`config.mk`:
```
export PLATFORM = sky130hd
export DESIGN_NAME = proc_mem_responder_flat
export DESIGN_NICKNAME = d
export VERILOG_FILES = /design/src/rtl/proc_mem_responder_pkg.sv /design/src/rtl/proc_mem_responder_if.sv /design/src/rtl/proc_mem_responder_ram.sv /design/src/rtl/proc_mem_responder.sv /design/src/flat_wrapper.sv
export SDC_FILE = /design/constraint.sdc
export NUM_CORES = 2
export LEC_CHECK = 0
export CAP_MARGIN = 20
export CORE_MARGIN = 4
export CORE_UTILIZATION = 63
export DETAILED_ROUTE_END_ITERATION = 7
export GPL_TIMING_DRIVEN = 0
export PLACE_DENSITY_LB_ADDON = 0.08
export SYNTH_ARGS = -nofsm -noshare
export SYNTH_HDL_FRONTEND = slang
export SYNTH_SLANG_ARGS = --single-unit
```
`constraint.sdc`:
```
create_clock -name clk -period 5.7 [get_ports clk]
set_clock_uncertainty 0.15 [all_clocks]
set_input_delay 1.425 -clock clk [delete_from_list [all_inputs] [get_ports clk]]
set_output_delay 1.425 -clock clk [all_outputs]
set_load 0.01 [all_outputs]
```
`src/rtl/proc_mem_responder_pkg.sv`:
```
// proc_mem_pkg: shared types and constants for the processor memory responder.
// Holds the loader FSM state enum, RAM geometry and the host_sel encodings
// used by the interface, the RAM macro and the responder top level.
package proc_mem_pkg;

  localparam int ADDR_W = 7;
  localparam int DATA_W = 16;
  localparam int DEPTH  = 2 ** ADDR_W;

  // host_sel encodings, sampled on the first byte of a load session
  localparam logic PROG_SEL = 1'b0;
  localparam logic DATA_SEL = 1'b1;

  typedef enum logic [2:0] {
    IDLE,
    LO,
    HI,
    WRITE,
    DONE
  } load_state_t;

  // The host may offer a byte in every state that waits for one.
  function automatic logic accepts_bytes(input load_state_t s);
    return (s == IDLE) || (s == LO) || (s == HI);
  endfunction

endpackage

```
`src/rtl/proc_mem_responder_if.sv`:
```
// proc_mem_if: bundle of the core-side memory bus and the host byte-load port.
//   Core side : pc / prog_ram_read_en -> instr_out (instruction fetch)
//               data_ram_addr / data_ram_read_en / write_ram_en / data_ram_din
//               -> data_ram_dout (data load/store)
//   Host side : host_valid / host_byte / host_sel / host_last, host_ready back
//   Status    : busy, load_done, start, load_ovf
// master = core + host driver, slave = the memory responder.
interface proc_mem_if;
  import proc_mem_pkg::*;

  logic [ADDR_W-1:0] pc;
  logic              prog_ram_read_en;
  logic [DATA_W-1:0] instr_out;

  logic              data_ram_read_en;
  logic              write_ram_en;
  logic [ADDR_W-1:0] data_ram_addr;
  logic [DATA_W-1:0] data_ram_din;
  logic [DATA_W-1:0] data_ram_dout;

  logic              host_valid;
  logic [7:0]        host_byte;
  logic              host_sel;
  logic              host_last;
  logic              host_ready;

  logic              busy;
  logic              load_done;
  logic              start;
  logic              load_ovf;

  modport master (
    output pc, prog_ram_read_en, data_ram_read_en, write_ram_en,
           data_ram_addr, data_ram_din, host_valid, host_byte, host_sel,
           host_last,
    input  instr_out, data_ram_dout, host_ready, busy, load_done, start,
           load_ovf
  );

  modport slave (
    input  pc, prog_ram_read_en, data_ram_read_en, write_ram_en,
           data_ram_addr, data_ram_din, host_valid, host_byte, host_sel,
           host_last,
    output instr_out, data_ram_dout, host_ready, busy, load_done, start,
           load_ovf
  );

endinterface

```
`src/rtl/proc_mem_responder_ram.sv`:
```
// ram_16x128: synchronous RAM, one write port and one registered read port.
//   clk, rst_n        : clock and synchronous active-low reset (read register only)
//   we, waddr, wdata  : write port, takes effect at the rising edge
//   re, raddr, rdata  : read port; rdata updates one edge after re, else holds
// A same-address read and write in one cycle returns the old word.
module ram_16x128
  import proc_mem_pkg::*;
(
  input  logic              clk,
  input  logic              rst_n,
  input  logic              we,
  input  logic [ADDR_W-1:0] waddr,
  input  logic [DATA_W-1:0] wdata,
  input  logic              re,
  input  logic [ADDR_W-1:0] raddr,
  output logic [DATA_W-1:0] rdata
);

  logic [DATA_W-1:0] mem [DEPTH];

  // Storage is never reset so a loaded program survives a core reset.
  always_ff @(posedge clk) begin
    if (we) begin
      mem[waddr] <= wdata;
    end
  end

  // Non-blocking read sees the pre-write contents: read-before-write.
  always_ff @(posedge clk) begin
    if (!rst_n) begin
      rdata <= '0;
    end else if (re) begin
      rdata <= mem[raddr];
    end
  end

endmodule

```
`src/rtl/proc_mem_responder.sv`:
```
// proc_mem_responder: owns the program and data RAMs of the 16-bit core.
//   clk, rst_n : clock and synchronous active-low reset
//   bus        : proc_mem_if.slave carrying core fetch/load/store, the host
//                byte-load port and the load status flags
// The host fills either RAM two bytes per word (low byte first). While a
// session is in progress the core side is locked out and the host is the only
// writer. A completed program-RAM session pulses start to the core.
module proc_mem_responder
  import proc_mem_pkg::*;
(
  input  logic       clk,
  input  logic       rst_n,
  proc_mem_if.slave  bus
);

  load_state_t       state;
  logic [ADDR_W-1:0] load_addr;
  logic [7:0]        lo_byte;
  logic [7:0]        hi_byte;
  logic              sel_q;
  logic              last_q;
  logic              host_ready_q;
  logic              busy_q;
  logic              load_done_q;
  logic              start_q;
  logic              load_ovf_q;

  logic              accept;
  logic              host_wr;
  logic [DATA_W-1:0] host_word;

  logic              prog_we;
  logic              prog_re;
  logic [DATA_W-1:0] prog_rdata;
  logic              data_we;
  logic [ADDR_W-1:0] data_waddr;
  logic [DATA_W-1:0] data_wdata;
  logic              data_re;
  logic [DATA_W-1:0] data_rdata;

  assign accept    = bus.host_valid && host_ready_q;
  assign host_wr   = rst_n && (state == WRITE);
  assign host_word = {hi_byte, lo_byte};

  // Loader FSM. host_ready is registered and follows the state being entered,
  // so it is 0 in the first cycle after reset and during WRITE/DONE.
  always_ff @(posedge clk) begin
    if (!rst_n) begin
      state        <= IDLE;
      load_addr    <= '0;
      lo_byte      <= '0;
      hi_byte      <= '0;
      sel_q        <= PROG_SEL;
      last_q       <= 1'b0;
      host_ready_q <= 1'b0;
      busy_q       <= 1'b0;
      load_done_q  <= 1'b0;
      start_q      <= 1'b0;
      load_ovf_q   <= 1'b0;
    end else begin
      load_done_q <= 1'b0;
      start_q     <= 1'b0;
      case (state)
        IDLE: begin
          host_ready_q <= accepts_bytes(IDLE);
          load_addr    <= '0;
          if (accept) begin
            lo_byte    <= bus.host_byte;
            sel_q      <= bus.host_sel;
            busy_q     <= 1'b1;
            load_ovf_q <= 1'b0;
            state      <= HI;
          end
        end
        LO: begin
          if (accept) begin
            lo_byte <= bus.host_byte;
            state   <= HI;
          end
        end
        HI: begin
          if (accept) begin
            hi_byte      <= bus.host_byte;
            last_q       <= bus.host_last;
            host_ready_q <= accepts_bytes(WRITE);
            state        <= WRITE;
          end
        end
        WRITE: begin
          load_addr <= load_addr + ADDR_W'(1);
          // Natural 7-bit wrap past the last word flags an overflow.
          if (load_addr == ADDR_W'(DEPTH - 1)) begin
            load_ovf_q <= 1'b1;
          end
          if (last_q) begin
            load_done_q  <= 1'b1;
            start_q      <= (sel_q == PROG_SEL);
            host_ready_q <= accepts_bytes(DONE);
            state        <= DONE;
          end else begin
            host_ready_q <= accepts_bytes(LO);
            state        <= LO;
          end
        end
        DONE: begin
          busy_q       <= 1'b0;
          load_addr    <= '0;
          host_ready_q <= accepts_bytes(IDLE);
          state        <= IDLE;
        end
        default: begin
          host_ready_q <= 1'b0;
          state        <= IDLE;
        end
      endcase
    end
  end

  // Write-port muxing: the host owns both RAMs while busy, the core owns the
  // data RAM otherwise. Core reads are suppressed while busy so outputs hold.
  always_comb begin
    prog_we    = host_wr && (sel_q == PROG_SEL);
    prog_re    = bus.prog_ram_read_en && !busy_q;
    data_re    = bus.data_ram_read_en && !busy_q;
    data_we    = 1'b0;
    data_waddr = bus.data_ram_addr;
    data_wdata = bus.data_ram_din;
    if (busy_q) begin
      data_we    = host_wr && (sel_q == DATA_SEL);
      data_waddr = load_addr;
      data_wdata = host_word;
    end else begin
      data_we    = rst_n && bus.write_ram_en;
    end
  end

  ram_16x128 u_prog_ram (
    .clk   (clk),
    .rst_n (rst_n),
    .we    (prog_we),
    .waddr (load_addr),
    .wdata (host_word),
    .re    (prog_re),
    .raddr (bus.pc),
    .rdata (prog_rdata)
  );

  ram_16x128 u_data_ram (
    .clk   (clk),
    .rst_n (rst_n),
    .we    (data_we),
    .waddr (data_waddr),
    .wdata (data_wdata),
    .re    (data_re),
    .raddr (bus.data_ram_addr),
    .rdata (data_rdata)
  );

  assign bus.instr_out     = prog_rdata;
  assign bus.data_ram_dout = data_rdata;
  assign bus.host_ready    = host_ready_q;
  assign bus.busy          = busy_q;
  assign bus.load_done     = load_done_q;
  assign bus.start         = start_q;
  assign bus.load_ovf      = load_ovf_q;

endmodule

```
`src/flat_wrapper.sv`:
```
// flat-port wrapper written by rule: the top's interface ports become plain ports
module proc_mem_responder_flat import proc_mem_pkg::*;
  (clk, rst_n, bus_pc, bus_prog_ram_read_en, bus_data_ram_read_en, bus_write_ram_en, bus_data_ram_addr, bus_data_ram_din, bus_host_valid, bus_host_byte, bus_host_sel, bus_host_last, bus_instr_out, bus_data_ram_dout, bus_host_ready, bus_busy, bus_load_done, bus_start, bus_load_ovf);
  proc_mem_if bus_i ();
  input  logic clk;
  input  logic rst_n;
  input wire logic [$bits(bus_i.pc)-1:0] bus_pc;
  input wire logic [$bits(bus_i.prog_ram_read_en)-1:0] bus_prog_ram_read_en;
  input wire logic [$bits(bus_i.data_ram_read_en)-1:0] bus_data_ram_read_en;
  input wire logic [$bits(bus_i.write_ram_en)-1:0] bus_write_ram_en;
  input wire logic [$bits(bus_i.data_ram_addr)-1:0] bus_data_ram_addr;
  input wire logic [$bits(bus_i.data_ram_din)-1:0] bus_data_ram_din;
  input wire logic [$bits(bus_i.host_valid)-1:0] bus_host_valid;
  input wire logic [$bits(bus_i.host_byte)-1:0] bus_host_byte;
  input wire logic [$bits(bus_i.host_sel)-1:0] bus_host_sel;
  input wire logic [$bits(bus_i.host_last)-1:0] bus_host_last;
  output wire logic [$bits(bus_i.instr_out)-1:0] bus_instr_out;
  output wire logic [$bits(bus_i.data_ram_dout)-1:0] bus_data_ram_dout;
  output wire logic [$bits(bus_i.host_ready)-1:0] bus_host_ready;
  output wire logic [$bits(bus_i.busy)-1:0] bus_busy;
  output wire logic [$bits(bus_i.load_done)-1:0] bus_load_done;
  output wire logic [$bits(bus_i.start)-1:0] bus_start;
  output wire logic [$bits(bus_i.load_ovf)-1:0] bus_load_ovf;
  assign bus_i.pc = bus_pc;
  assign bus_i.prog_ram_read_en = bus_prog_ram_read_en;
  assign bus_i.data_ram_read_en = bus_data_ram_read_en;
  assign bus_i.write_ram_en = bus_write_ram_en;
  assign bus_i.data_ram_addr = bus_data_ram_addr;
  assign bus_i.data_ram_din = bus_data_ram_din;
  assign bus_i.host_valid = bus_host_valid;
  assign bus_i.host_byte = bus_host_byte;
  assign bus_i.host_sel = bus_host_sel;
  assign bus_i.host_last = bus_host_last;
  assign bus_instr_out = bus_i.instr_out;
  assign bus_data_ram_dout = bus_i.data_ram_dout;
  assign bus_host_ready = bus_i.host_ready;
  assign bus_busy = bus_i.busy;
  assign bus_load_done = bus_i.load_done;
  assign bus_start = bus_i.start;
  assign bus_load_ovf = bus_i.load_ovf;
  proc_mem_responder u_core (.clk(clk), .rst_n(rst_n), .bus(bus_i));
endmodule
```
==> run metrics <==
outcome finished, violations left; failing checks negative setup slack; kind of critical path input port to flip-flop; Mapped Cells roughly 7300; GRT Total Usage 0.404; IO buf count 73; DR WL/cell 44.4 um; Power per Cell Area 347 nW/um^2; Synth-to-Final Area Change 15.8%; Skew-Pair Late Insertion Delay ~1000 ps; Max Cap Viol 0; CTS max path bufs 4; Final period util 1.03; Tmin final 5860 ps; multi-input logic area 34400 um^2; data required time of the worst path 6490 ps; clk sink count 4161; Synth Register Bits 4161; Synth area leaders edfxtp_1 (77%), mux4_2 (14%), mux2i_1 (1.8%), nor2_1 (0.83%), dfxtp_1 (0.81%); largest net degree at the start of global routing 129; P_sw 14.3 mW; worst-margin pin slew 1300 ps; fin. max-slew vios 0; syn_nets ~7400; fin area 186000 um^2; via/cell ratio between 7 and 8; clock transition at the registers of the reported paths around 60 ps; synth unique cells 70; grt ovf 0; Synth Area per Inst 21.9 um^2; Reg area 124000 um^2; ratio of cells with drive above 1 in the final layout 0.296; Die X 513 um; TritonRoute pass-1 iters 8; Synth Cell Area 160000 um^2; Synthesis Warnings 0; prevailing post-synth register cell edfxtp_1; Worst IR Drop VDD 0.399 mV; postcts setup bufs 0; Critical Path Start Type input port; Hold Fails Final Rpt 0; initial antenna violation count 29; Die Y 513 um; Die Area roughly 260000 um^2; RSZ-0062 raised after global routing false; P_leak 57.3 nW; critical path arrival ~6700 ps; CP max FO 10; initial core utilization 0.635; global-route wire length before repair 713000 um; drc violations 0; final hold slack 377 ps; dpl cell area 172000 um^2; DPL Wire Length between 300000 and 400000 um; antenna viol nets, final 0; Resized Gates After CTS 0; Nets 8213; crit end category flip-flop; Post-Route WL roughly 530000 um; Core ar. 252000 um^2; TritonCTS buffer count 414; maximum clock rate 171 MHz; slew margin rel. 0.134; Hold WC Path Type flip-flop to flip-flop; Setup Viol. Count Final 2; Clk pwr share 0.415; Gate power share 0.060; num ports 83; Internal 50.2 mW; Yosys top cell area share 0.767; clk root buf clkbuf_16; FP Rows 184; Post-Place Setup Slack -776 ps; via count 87393; vias in the first global route between 80000 and 90000; number of synthesized flops with an enable pin ~4100; routability cong. 1.00; area leader, netlist edfxtp_1; Fin Setup TNS -195 ps; filler cell count in the final layout 14132; switching power share of the total 0.221; sequential area share after synthesis 0.775; Hold Buf Count CTS 0; Async SR Flop Fraction 0; CTS tree built; Flop pwr share 0.526; H-tree depth 5; Iter 0 DRT Violations 16356; Setup WS post-layout -158 ps
power by group through the flow:
| stage | logic (mW) | registers, mW | clock network, mW |
|---|---|---|---|
| detailed placement | 3.70 | 34.5 | 0 |
| CTS | 3.72 | 33.9 | 26.7 |
| floorplan | 1.77 | 34.5 | 0 |
| global route | 3.85 | 33.9 | 28.1 |
| global placement | 3.36 | 34.7 | 0 |
| finish | 3.85 | 33.9 | 26.7 |
worst paths after layout:
| check | slack (ps) | startpoint | depth (start not counted) | endpoint |
|---|---|---|---|---|
| max | -160 | bus_pc[3] | 8 | u_core.u_prog_ram.rdata[0]$_SDFFE_PN0P_ |
| min | 380 | u_core.bus.load_ovf$_SDFFE_PN0P_ | 2 | u_core.bus.load_ovf$_SDFFE_PN0P_ |
| max reg2reg | 440 | u_core.bus.busy$_SDFFE_PN0P_ | 6 | u_core.u_data_ram.mem[102][5]$_DFFE_PP_ |
| min reg2reg | 380 | u_core.bus.load_ovf$_SDFFE_PN0P_ | 2 | u_core.bus.load_ovf$_SDFFE_PN0P_ |
metrics by stage:
| step | power [mW] | utilization | cells |
|---|---|---|---|
| CTS | 64.3 | 0.735 | 11823 |
| finish | 64.5 | 0.736 | 11848 |
| global route | 65.8 | 0.736 | 11835 |
| global placement | 38.1 | 0.655 | 10748 |
| detailed placement | 38.2 | 0.683 | 11088 |
| floorplan | 36.3 | - | 7327 |
cell usage after synthesis (all sizes together), types with 7 or more instances:
| cell | number |
|---|---|
| edfxtp | 4096 |
| a31oi | 41 |
| o22ai | 95 |
| a22oi | 63 |
| nand3 | 37 |
| a211o | 8 |
| a221oi | 22 |
| a311oi | 15 |
| dfxtp | 65 |
| o221ai | 50 |
| mux4 | 1004 |
| a21oi | 102 |
| o311ai | 10 |
| nor2 | 354 |
| mux2 | 49 |
| nand2 | 251 |
| clkbuf | 151 |
| inv | 16 |
| mux2i | 282 |
| nor2b | 25 |
| o32ai | 7 |
| nor3 | 35 |
| a2111oi | 12 |
| o21ai | 62 |
| buf | 258 |
| a22o | 11 |
| o31ai | 7 |
| and2 | 25 |
| o211ai | 11 |
| nand2b | 14 |
| and3 | 29 |
| a211oi | 53 |
state kept, by name, indices dropped and copies added (netlist names), 3 cells and up:
name                     cells
u_core.u_prog_ram.mem     2048
u_core.u_data_ram.mem     2048
u_core.u_data_ram.rdata     16
u_core.load_addr             7
u_core.state                 3
u_core.lo_byte               8
u_core.hi_byte               8
u_core.u_prog_ram.rdata     16
critical path, cell delays in order:
cell,delay (ps)
clkdlybuf4s50_1,830
clkbuf_1,910
buf_1,960
clkbuf_1,700
nand3_1,390
o221ai_1,770
o21ai_0,400
a31oi_1,230
layout by cell type (no fill, tap or decap), types with 105 or more instances in the layout:
cell type  count
edfxtp_1    4096
mux4_2      1004
clkbuf_16    418
mux2i_1      282
nor2_2       257
nand2_1      251
buf_8        225
clkbuf_1     212
buf_2        113
buf_16       105
per-layer routing:
| metal | track usage | up-vias | part of all wire |
|---|---|---|---|
| li1 | - | 32623 | - |
| met1 | 0.502 | 45177 | 0.32 |
| met2 | 0.610 | 7747 | 0.46 |
| met3 | 0.109 | 1828 | 0.12 |
| met4 | 0.319 | 18 | 0.10 |
| met5 | 0 | - | 0.00022 |
cell families (layout without fill, tap and decap cells):
| family | count (synthesis) | count (layout) | synth area share |
|---|---|---|---|
| XOR/XNOR | 2 | 2 | 0.000109 |
| buffers and inverters | 425 | 1583 | 0.0150 |
| AND/OR/NAND/NOR | 794 | 794 | 0.0210 |
| multiplexers | 1335 | 1335 | 0.162 |
| other | 0 | 15 | 0 |
| AO/OA/AOI/OAI | 609 | 609 | 0.0265 |
| adder cells (fa/ha/maj) | 1 | 1 | 0.0000780 |
| flip-flops | 4161 | 4161 | 0.775 |
cell type report:
class | count | share of cell area
Inverter | 16 | 0.000324
Multi-Input combinational cell | 2741 | 0.185
Clock inverter | 237 | 0.0121
Buffer | 409 | 0.0128
Sequential cell | 4161 | 0.670
Tap cell | 3348 | 0.0226
Timing Repair Buffer | 423 | 0.0386
Clock buffer | 498 | 0.0583
Antenna cell | 15 | 0.000202
Power figures use the tool's default switching activity.
